`src/rtl/pc_field_unit.sv`:
```
// pc_field_unit: PDP-8 PC with IF/DF/IB/SF field registers; define PCU_USER_MODE_EN to add time-share user mode (UF/UB).
module pc_field_unit #(
  parameter int ADDR_W = 12,
  parameter int FIELD_W = 3,
  parameter logic [ADDR_W-1:0] RESET_PC = 12'o0200
) (
  input  logic                       clk,
  input  logic                       reset,
  input  logic [ADDR_W-1:0]          in,
  input  logic                       load,
  input  logic                       inc,
  input  logic                       skip,
  input  logic                       irq_override,
  input  logic                       ck_fetch,
  input  logic                       latch,
  input  logic                       cdf_wr,
  input  logic                       cif_wr,
  input  logic [FIELD_W-1:0]         field_in,
  input  logic                       irq_ack,
  input  logic                       rmf,
`ifdef PCU_USER_MODE_EN
  input  logic                       cuf,
  input  logic                       suf,
  output logic                       uf_out,
  output logic                       ub_out,
  output logic [2*FIELD_W:0]         sf_out,
`else
  output logic [2*FIELD_W-1:0]       sf_out,
`endif
  output logic [ADDR_W-1:0]          pc,
  output logic [ADDR_W-1:0]          pc_lat,
  output logic [FIELD_W-1:0]         if_out,
  output logic [FIELD_W-1:0]         df_out,
  output logic [FIELD_W-1:0]         ib_out,
  output logic [ADDR_W+FIELD_W-1:0]  ext_addr,
  output logic                       int_inhibit
);
  logic load_q, load_edge, eff_inc, set_inh;
  logic [ADDR_W-1:0] step, pc_n;
  logic [FIELD_W-1:0] if_n, df_n, ib_n;
  logic [$bits(sf_out)-1:0] sf_n;
  logic inh_n;
`ifdef PCU_USER_MODE_EN
  logic uf_n, ub_n;
  assign set_inh = cif_wr | rmf | suf;
  always_comb begin
    uf_n = irq_ack ? 1'b0 : load_edge ? ub_out : uf_out;
    ub_n = irq_ack ? 1'b0 : suf ? 1'b1 : cuf ? 1'b0 : rmf ? sf_out[2*FIELD_W] : ub_out;
  end
  always_ff @(posedge clk) begin
    if (reset) begin
      uf_out <= 1'b0;
      ub_out <= 1'b0;
    end else begin
      uf_out <= uf_n;
      ub_out <= ub_n;
    end
  end
  assign sf_n = irq_ack ? {uf_out, if_out, df_out} : sf_out;
`else
  assign set_inh = cif_wr | rmf;
  assign sf_n = irq_ack ? {if_out, df_out} : sf_out;
`endif
  assign load_edge = load & ~load_q;
  assign eff_inc = inc & ~(irq_override & ck_fetch);
  assign step = skip ? ADDR_W'(2) : ADDR_W'(1);
  assign ext_addr = {if_out, pc};
  always_comb begin
    pc_n = irq_ack ? pc : load_edge ? in : eff_inc ? pc + step : pc;
    if_n = irq_ack ? '0 : load_edge ? ib_out : if_out;
    df_n = irq_ack ? '0 : rmf ? sf_out[FIELD_W-1:0] : cdf_wr ? field_in : df_out;
    ib_n = irq_ack ? '0 : cif_wr ? field_in : rmf ? sf_out[2*FIELD_W-1:FIELD_W] : ib_out;
    inh_n = irq_ack ? 1'b0 : set_inh ? 1'b1 : load_edge ? 1'b0 : int_inhibit;
  end
  always_ff @(posedge clk) begin
    if (reset) begin
      load_q <= 1'b1;
      pc <= RESET_PC;
      pc_lat <= RESET_PC;
      if_out <= '0;
      df_out <= '0;
      ib_out <= '0;
      sf_out <= '0;
      int_inhibit <= 1'b0;
    end else begin
      load_q <= load;
      pc <= pc_n;
      pc_lat <= latch ? pc : pc_lat;
      if_out <= if_n;
      df_out <= df_n;
      ib_out <= ib_n;
      sf_out <= sf_n;
      int_inhibit <= inh_n;
    end
  end
endmodule

```
`config.mk`:
```
export PLATFORM = sky130hd
export DESIGN_NAME = pc_field_unit
export DESIGN_NICKNAME = d
export VERILOG_FILES = /design/src/rtl/pc_field_unit.sv
export SDC_FILE = /design/constraint.sdc
export NUM_CORES = 1
export LEC_CHECK = 0
export CORE_MARGIN = 2
export CORE_UTILIZATION = 34
export DETAILED_ROUTE_END_ITERATION = 8
export PLACE_DENSITY = 0.65
export SLEW_MARGIN = 10
export SYNTH_ARGS = -nofsm -noshare
export SYNTH_HDL_FRONTEND = slang
export SYNTH_SLANG_ARGS = --single-unit
```
`constraint.sdc`:
```
create_clock -name clk -period 6.2 [get_ports clk]
set_input_delay 1.24 -clock clk [delete_from_list [all_inputs] [get_ports clk]]
set_output_delay 1.24 -clock clk [all_outputs]
set_load 0.02 [all_outputs]
```
==> results of run 1 <==
==> final timing paths <==
check	from	endpoint	slack (ps)
min	ib_out[0]	if_out[0]	490
max reg2reg	pc[0]	pc[10]	4040
max	skip	pc[10]	3010
min reg2reg	ib_out[0]	if_out[0]	490
==> per-layer routing <==
metal	GRT usage	share of wire	wire length, um	vias up
met2	0.2648	0.50	2598	34
met1	0.2065	0.45	2364	854
li1	-	-	-	903
met3	0.03444	0.035	185	6
met5	0	0	0	-
met4	0.05593	0.014	71	0
==> sequential cells by signal, summed over array words and instances, names as in the netlist <==
signal       flops
ib_out           3
pc_lat          12
df_out           3
if_out           3
pc              12
sf_out           6
int_inhibit      1
load_q           1
==> cells by family after synthesis <==
kind of cell,Yosys count,share of synthesized area
fa+ha+maj,3,0.02215
mux,24,0.1182
buf+inv,34,0.1108
compound gates,47,0.1545
flops,41,0.4037
simple gates,79,0.1908
==> final cells by class <==
class	instances	area (um^2)
Fill cell	568	3022
Multi-Input combinational cell	153	987.2
Sequential cell	41	820.8
Timing Repair Buffer	82	818.3
Tap cell	75	93.84
Clock buffer	5	68.82
Inverter	6	22.52
Clock inverter	3	17.52
==> critical path, delay by kind of cell <==
family	cells	cell delay (ps)
buffers and inverters	3	590
adders and majority gates	2	570
and+or+nand+nor	2	720
AOI/OAI and AO/OA	2	250
==> metrics by stage <==
step                      hold slack [ps]  std cells    util  instance area (um^2)
after detailed placement            466.5        357  0.4688                  2743
final                               485.8        365  0.4835                  2829
after global routing                512.5        365  0.4835                  2829
after CTS                           486.3        365  0.4835                  2829
after global placement              458.6        357  0.4688                  2743
after floorplan                     539.7        228       -                  2033
==> cell usage after synthesis, types with 2 or more instances <==
| master | n |
|---|---|
| a211oi_1 | 4 |
| a21o_1 | 2 |
| a21oi_1 | 16 |
| a31oi_1 | 2 |
| and2_1 | 3 |
| buf_4 | 15 |
| buf_6 | 2 |
| clkbuf_1 | 6 |
| clkbuf_8 | 2 |
| dfxtp_1 | 41 |
| ha_1 | 2 |
| inv_1 | 6 |
| mux2i_1 | 24 |
| nand2_1 | 15 |
| nand2b_1 | 2 |
| nor2_1 | 34 |
| nor3_1 | 6 |
| nor4_1 | 2 |
| o21ai_0 | 6 |
| or2_2 | 2 |
| or3_1 | 5 |
| or4_1 | 2 |
==> power groups by stage <==
stage	registers, W	clock network [W]	logic [W]
global route	0.000278	0.000189	0.0000930
global placement	0.000283	0	0.0000859
CTS	0.000277	0.000179	0.0000867
detailed placement	0.000283	0	0.0000863
floorplan	0.000288	0	0.0000425
finish	0.000276	0.000175	0.0000858
==> layout by cell type (no fill, tap or decap), types with 3 or more instances in the layout <==
cell type         n
clkdlybuf4s50_1  81
dfxtp_1          41
nor2_1           34
mux2i_1          24
a21oi_1          16
nand2_1          15
inv_1             6
nor3_1            6
o21ai_0           6
or3_1             5
clkbuf_8          5
a211oi_1          4
and2_1            3
==> impl_metrics.env, run 1 <==
export IMPL_status="finished clean"
export IMPL_totalPowerFinal_w=0.0005369
export IMPL_slew_violations=0
export IMPL_cp_max_fo=7
export IMPL_clkTransAtPathRegs_ps=80
export IMPL_p_switching_w=0.0001458
export IMPL_period_needed_ps=3192
export IMPL_numCtsBuffers=5
export IMPL_grt_max_degree=33
export IMPL_pwr_share_clk=0.325
export IMPL_relSlewSlack=0.4641
export IMPL_crit_path_cell_trace="clkdlybuf4s50_1 > inv_1 > ha_1 > inv_1 > fa_1 > nand2b_1 > or3_1 > o22ai_1 > a211oi_1"
export IMPL_antenna_found_initial=0
export IMPL_yosysTopAreaCellShare=0.4037
export IMPL_grt_first_pass_wirelength_um=8121
export IMPL_holdCritPathClass="reg -> reg"
export IMPL_yosys_area_top_type="dfxtp_1"
export IMPL_power_density_mw_per_mm2=189.8
export IMPL_rows=28
export IMPL_hold_viol_final=0
export IMPL_grt_usage=0.1606
export IMPL_async_flop_share=0
export IMPL_start_util=0.3475
export IMPL_grt_pass1_vias=1678
export IMPL_maxCapViolCount=0
export IMPL_max_stage_delay_ps=440
export IMPL_cts_root_buf="clkbuf_8"
export IMPL_drt_wl_total_um=5219
export IMPL_wl_per_cell_um=14.30
export IMPL_p_int_w=0.0003911
export IMPL_drive_gt1_frac=0.06207
export IMPL_cts_hold_buf=0
export IMPL_syn_mean_instance_area_um2=8.918
export IMPL_setup_violations_final=0
export IMPL_crit_top_cell="inv_1"
export IMPL_core_area_mm2=0.005851
export IMPL_ys_ff_latch=41
export IMPL_port_buffers=81
export IMPL_htreeDepth=2
export IMPL_syn_nets=258
export IMPL_diodes=0
export IMPL_fp_dieArea_mm2=0.006615
export IMPL_worst_slew_pin_transition_ps=801.3
export IMPL_ys_seq_area_frac=0.4037
export IMPL_syn2layout_area_growth_pct=39.14
export IMPL_start_kind="input pin"
export IMPL_required_ps=6370
export IMPL_ys_flop_type="dfxtp_1"
export IMPL_setup_ws_ps=3008
export IMPL_finalCritPeriodShare=0.5149
export IMPL_critical_path_slowest_cell="or3_1"
export IMPL_ys_types=51
export IMPL_cts_resized=0
export IMPL_switching_share=0.2715
export IMPL_skew_ps=4.434
export IMPL_power_frac_comb=0.160
export IMPL_cts_num_sinks=41
export IMPL_drt_iter0_drc=59
export IMPL_gp_congestion=0.7487
export IMPL_first_pass_iters=4
export IMPL_r2r_cells=7
export IMPL_p_leak_nw=1.029
export IMPL_hpwlAfterDp_um=3573
export IMPL_grt_overflow_total=0
export IMPL_cts_tree="built"
export IMPL_die_y_um=81.33
export IMPL_vias=1797
export IMPL_critPathKind="in -> reg"
export IMPL_crit_arrival_ps=3360
export IMPL_cts_buffer_depth=2
export IMPL_yosys_warnings=0
export IMPL_whs_path_depth=2
export IMPL_route_detailed_drc=0
export IMPL_place_ws_ps=2700
export IMPL_rsz0062_at_grt="no"
export IMPL_nets=319
export IMPL_seq_power_share=0.515
export IMPL_tns_ps=0
export IMPL_max_freq_mhz=313.2
export IMPL_via_per_inst=4.923
export IMPL_drtAntennaViolNets=0
export IMPL_pin_count=82
export IMPL_ir_worst_vdd_mv=0.08055
export IMPL_synth_cells=228
export IMPL_clock_latency_ps=300
export IMPL_synth_area_mm2=0.002033
export IMPL_dieWidth_um=81.33
export IMPL_endpoint_kind="register"
export IMPL_synth_edf_count=0
export IMPL_synth_area_leaders="dfxtp_1 40%, mux2i_1 12%, nor2_1 6.3%, buf_4 5.5%, a21oi_1 3.9%"
export IMPL_post_cts_buffers=0
Note: power is estimated with default switching activity, not from simulation.
==> run 2: changes to the inputs <==
==> constraint.sdc (replaced) <==
create_clock -name clk -period 3.33 [get_ports clk]
set_input_delay 0.666 -clock clk [delete_from_list [all_inputs] [get_ports clk]]
set_output_delay 0.666 -clock clk [all_outputs]
set_load 0.02 [all_outputs]
==> run 2 against run 1 <==
Flip-flop and latch count stayed put; combinational power is 89% higher; largest power group unchanged; clock power is 120% higher; final area is 1.4% higher; die area stayed put; largest cell class unchanged.
==> impl_metrics.env, run 2 (synthesis results as in run 1) <==
export IMPL_status="finished clean"
export IMPL_fp_dieArea_mm2=0.006615
export IMPL_crit_cells=9
export IMPL_crit_path_cell_trace="clkdlybuf4s50_1 > inv_1 > ha_1 > inv_1 > fa_1 > nand2b_1 > or3_1 > mux2i_1 > a221oi_1"
export IMPL_grt_usage=0.1685
export IMPL_crit_arrival_ps=2770
export IMPL_cts_buffer_depth=2
export IMPL_slew_violations=0
export IMPL_grt_pass1_vias=1723
export IMPL_drt_wl_total_um=5330
export IMPL_htreeDepth=2
export IMPL_start_kind="input pin"
export IMPL_hpwlAfterDp_um=3806
export IMPL_crit_family="simple AND/OR/NAND/NOR gates"
export IMPL_whs_ps=473.3
export IMPL_cts_resized=0
export IMPL_diodes=0
export IMPL_worst_slew_pin_transition_ps=772.0
export IMPL_post_cts_buffers=0
export IMPL_port_buffers=81
export IMPL_antenna_found_initial=0
export IMPL_via_per_inst=4.954
export IMPL_power_frac_comb=0.152
export IMPL_required_ps=3500
export IMPL_die_y_um=81.33
export IMPL_wl_per_cell_um=14.52
export IMPL_vias=1818
export IMPL_grt_overflow_total=0
export IMPL_numCtsBuffers=5
export IMPL_regToRegSetupSlack_ps=1180
export IMPL_whs_path_depth=2
export IMPL_route_detailed_drc=0
export IMPL_path_buf_inv=3
export IMPL_clkTransAtPathRegs_ps=80
export IMPL_ir_worst_vdd_mv=0.2063
export IMPL_max_freq_mhz=384.0
export IMPL_switching_share=0.2492
export IMPL_crit_top_cell="inv_1"
export IMPL_drt_iter0_drc=80
export IMPL_syn2layout_area_growth_pct=41.11
export IMPL_p_switching_w=0.0002666
export IMPL_period_needed_ps=2604
export IMPL_pin_count=82
export IMPL_rsz0062_at_grt="no"
export IMPL_r2r_cells=7
export IMPL_cp_max_fo=7
export IMPL_cts_tree="built"
export IMPL_rows=28
export IMPL_final_common_cell="clkdlybuf4s50_1"
export IMPL_tns_ps=0
export IMPL_pwr_share_clk=0.367
export IMPL_layout_common_cells="81 x clkdlybuf4s50_1, 41 x dfxtp_1, 34 x nor2_1"
export IMPL_cts_root_buf="clkbuf_8"
export IMPL_power_density_mw_per_mm2=372.9
export IMPL_relSlewSlack=0.4837
export IMPL_endpoint_kind="register"
export IMPL_drive_gt1_frac=0.06849
export IMPL_skew_ps=3.066
export IMPL_critical_path_slowest_cell="or3_1"
export IMPL_critPathKind="in -> reg"
export IMPL_fillers=564
export IMPL_top_regs="pc x12, pc_lat x12, sf_out x6"
export IMPL_finalCoreUtilization=0.4904
export IMPL_finalCritPeriodShare=0.7820
export IMPL_start_util=0.3475
export IMPL_core_area_mm2=0.005851
export IMPL_p_leak_nw=1.053
export IMPL_first_pass_iters=4
export IMPL_max_stage_delay_ps=450
export IMPL_dieWidth_um=81.33
export IMPL_maxCapViolCount=0
export IMPL_p_int_w=0.0008034
export IMPL_gp_congestion=0.7944
export IMPL_hold_viol_final=0
export IMPL_seq_power_share=0.481
export IMPL_nets=322
export IMPL_cts_num_sinks=41
export IMPL_clock_latency_ps=300
export IMPL_grt_max_degree=22
export IMPL_drtAntennaViolNets=0
export IMPL_grt_first_pass_wirelength_um=8507
export IMPL_holdCritPathClass="reg -> reg"
export IMPL_setup_violations_final=0
export IMPL_cts_hold_buf=0
[run 2: area by class of cell]
cell class	instances	area, um^2	area share
multi-input combinational	153	987.2	0.3441
timing repair buffer	85	840.8	0.2931
sequential	41	820.8	0.2861
tap	75	93.84	0.03271
clock buffer	5	68.82	0.02399
clock inverter	2	35.03	0.01221
inverter	6	22.52	0.007850
[run 2: metrics by stage]
stage	cells	worst slack [ps]	cell area (um^2)	power, W
floorplan	228	1044	2033	0.0006159
global placement	360	448.7	2765	0.0006888
detailed placement	360	424.8	2765	0.0006893
CTS	367	717.9	2869	0.001083
global route	367	530.5	2869	0.001122
finish	367	726.1	2869	0.001070
[run 2: power by group through the flow]
stage	logic, W	registers [W]	clock network, W
after global routing	0.000177	0.000517	0.000428
after detailed placement	0.000163	0.000526	0
after floorplan	0.0000792	0.000537	0
after CTS	0.000164	0.000515	0.000405
final	0.000162	0.000515	0.000393
after global placement	0.000163	0.000526	0
[run 2: worst paths after layout]
path | from | endpoint
max | skip | pc[8]
min | ib_out[2] | if_out[2]
max reg2reg | pc[0] | pc[8]
min reg2reg | ib_out[2] | if_out[2]
[run 2: layer usage]
metal  GRT usage  vias up  share of wire
li1            -      905              -
met1      0.2242      856           0.45
met2      0.2598       50           0.49
met3     0.03778        7          0.043
met4     0.07458        0          0.016
met5           0        -              0
[run 2: tightest hold or removal path: stages, from the launching register on]
cell,delay [ps]
dfxtp_1,330
nand2_1,50
a21oi_1,50
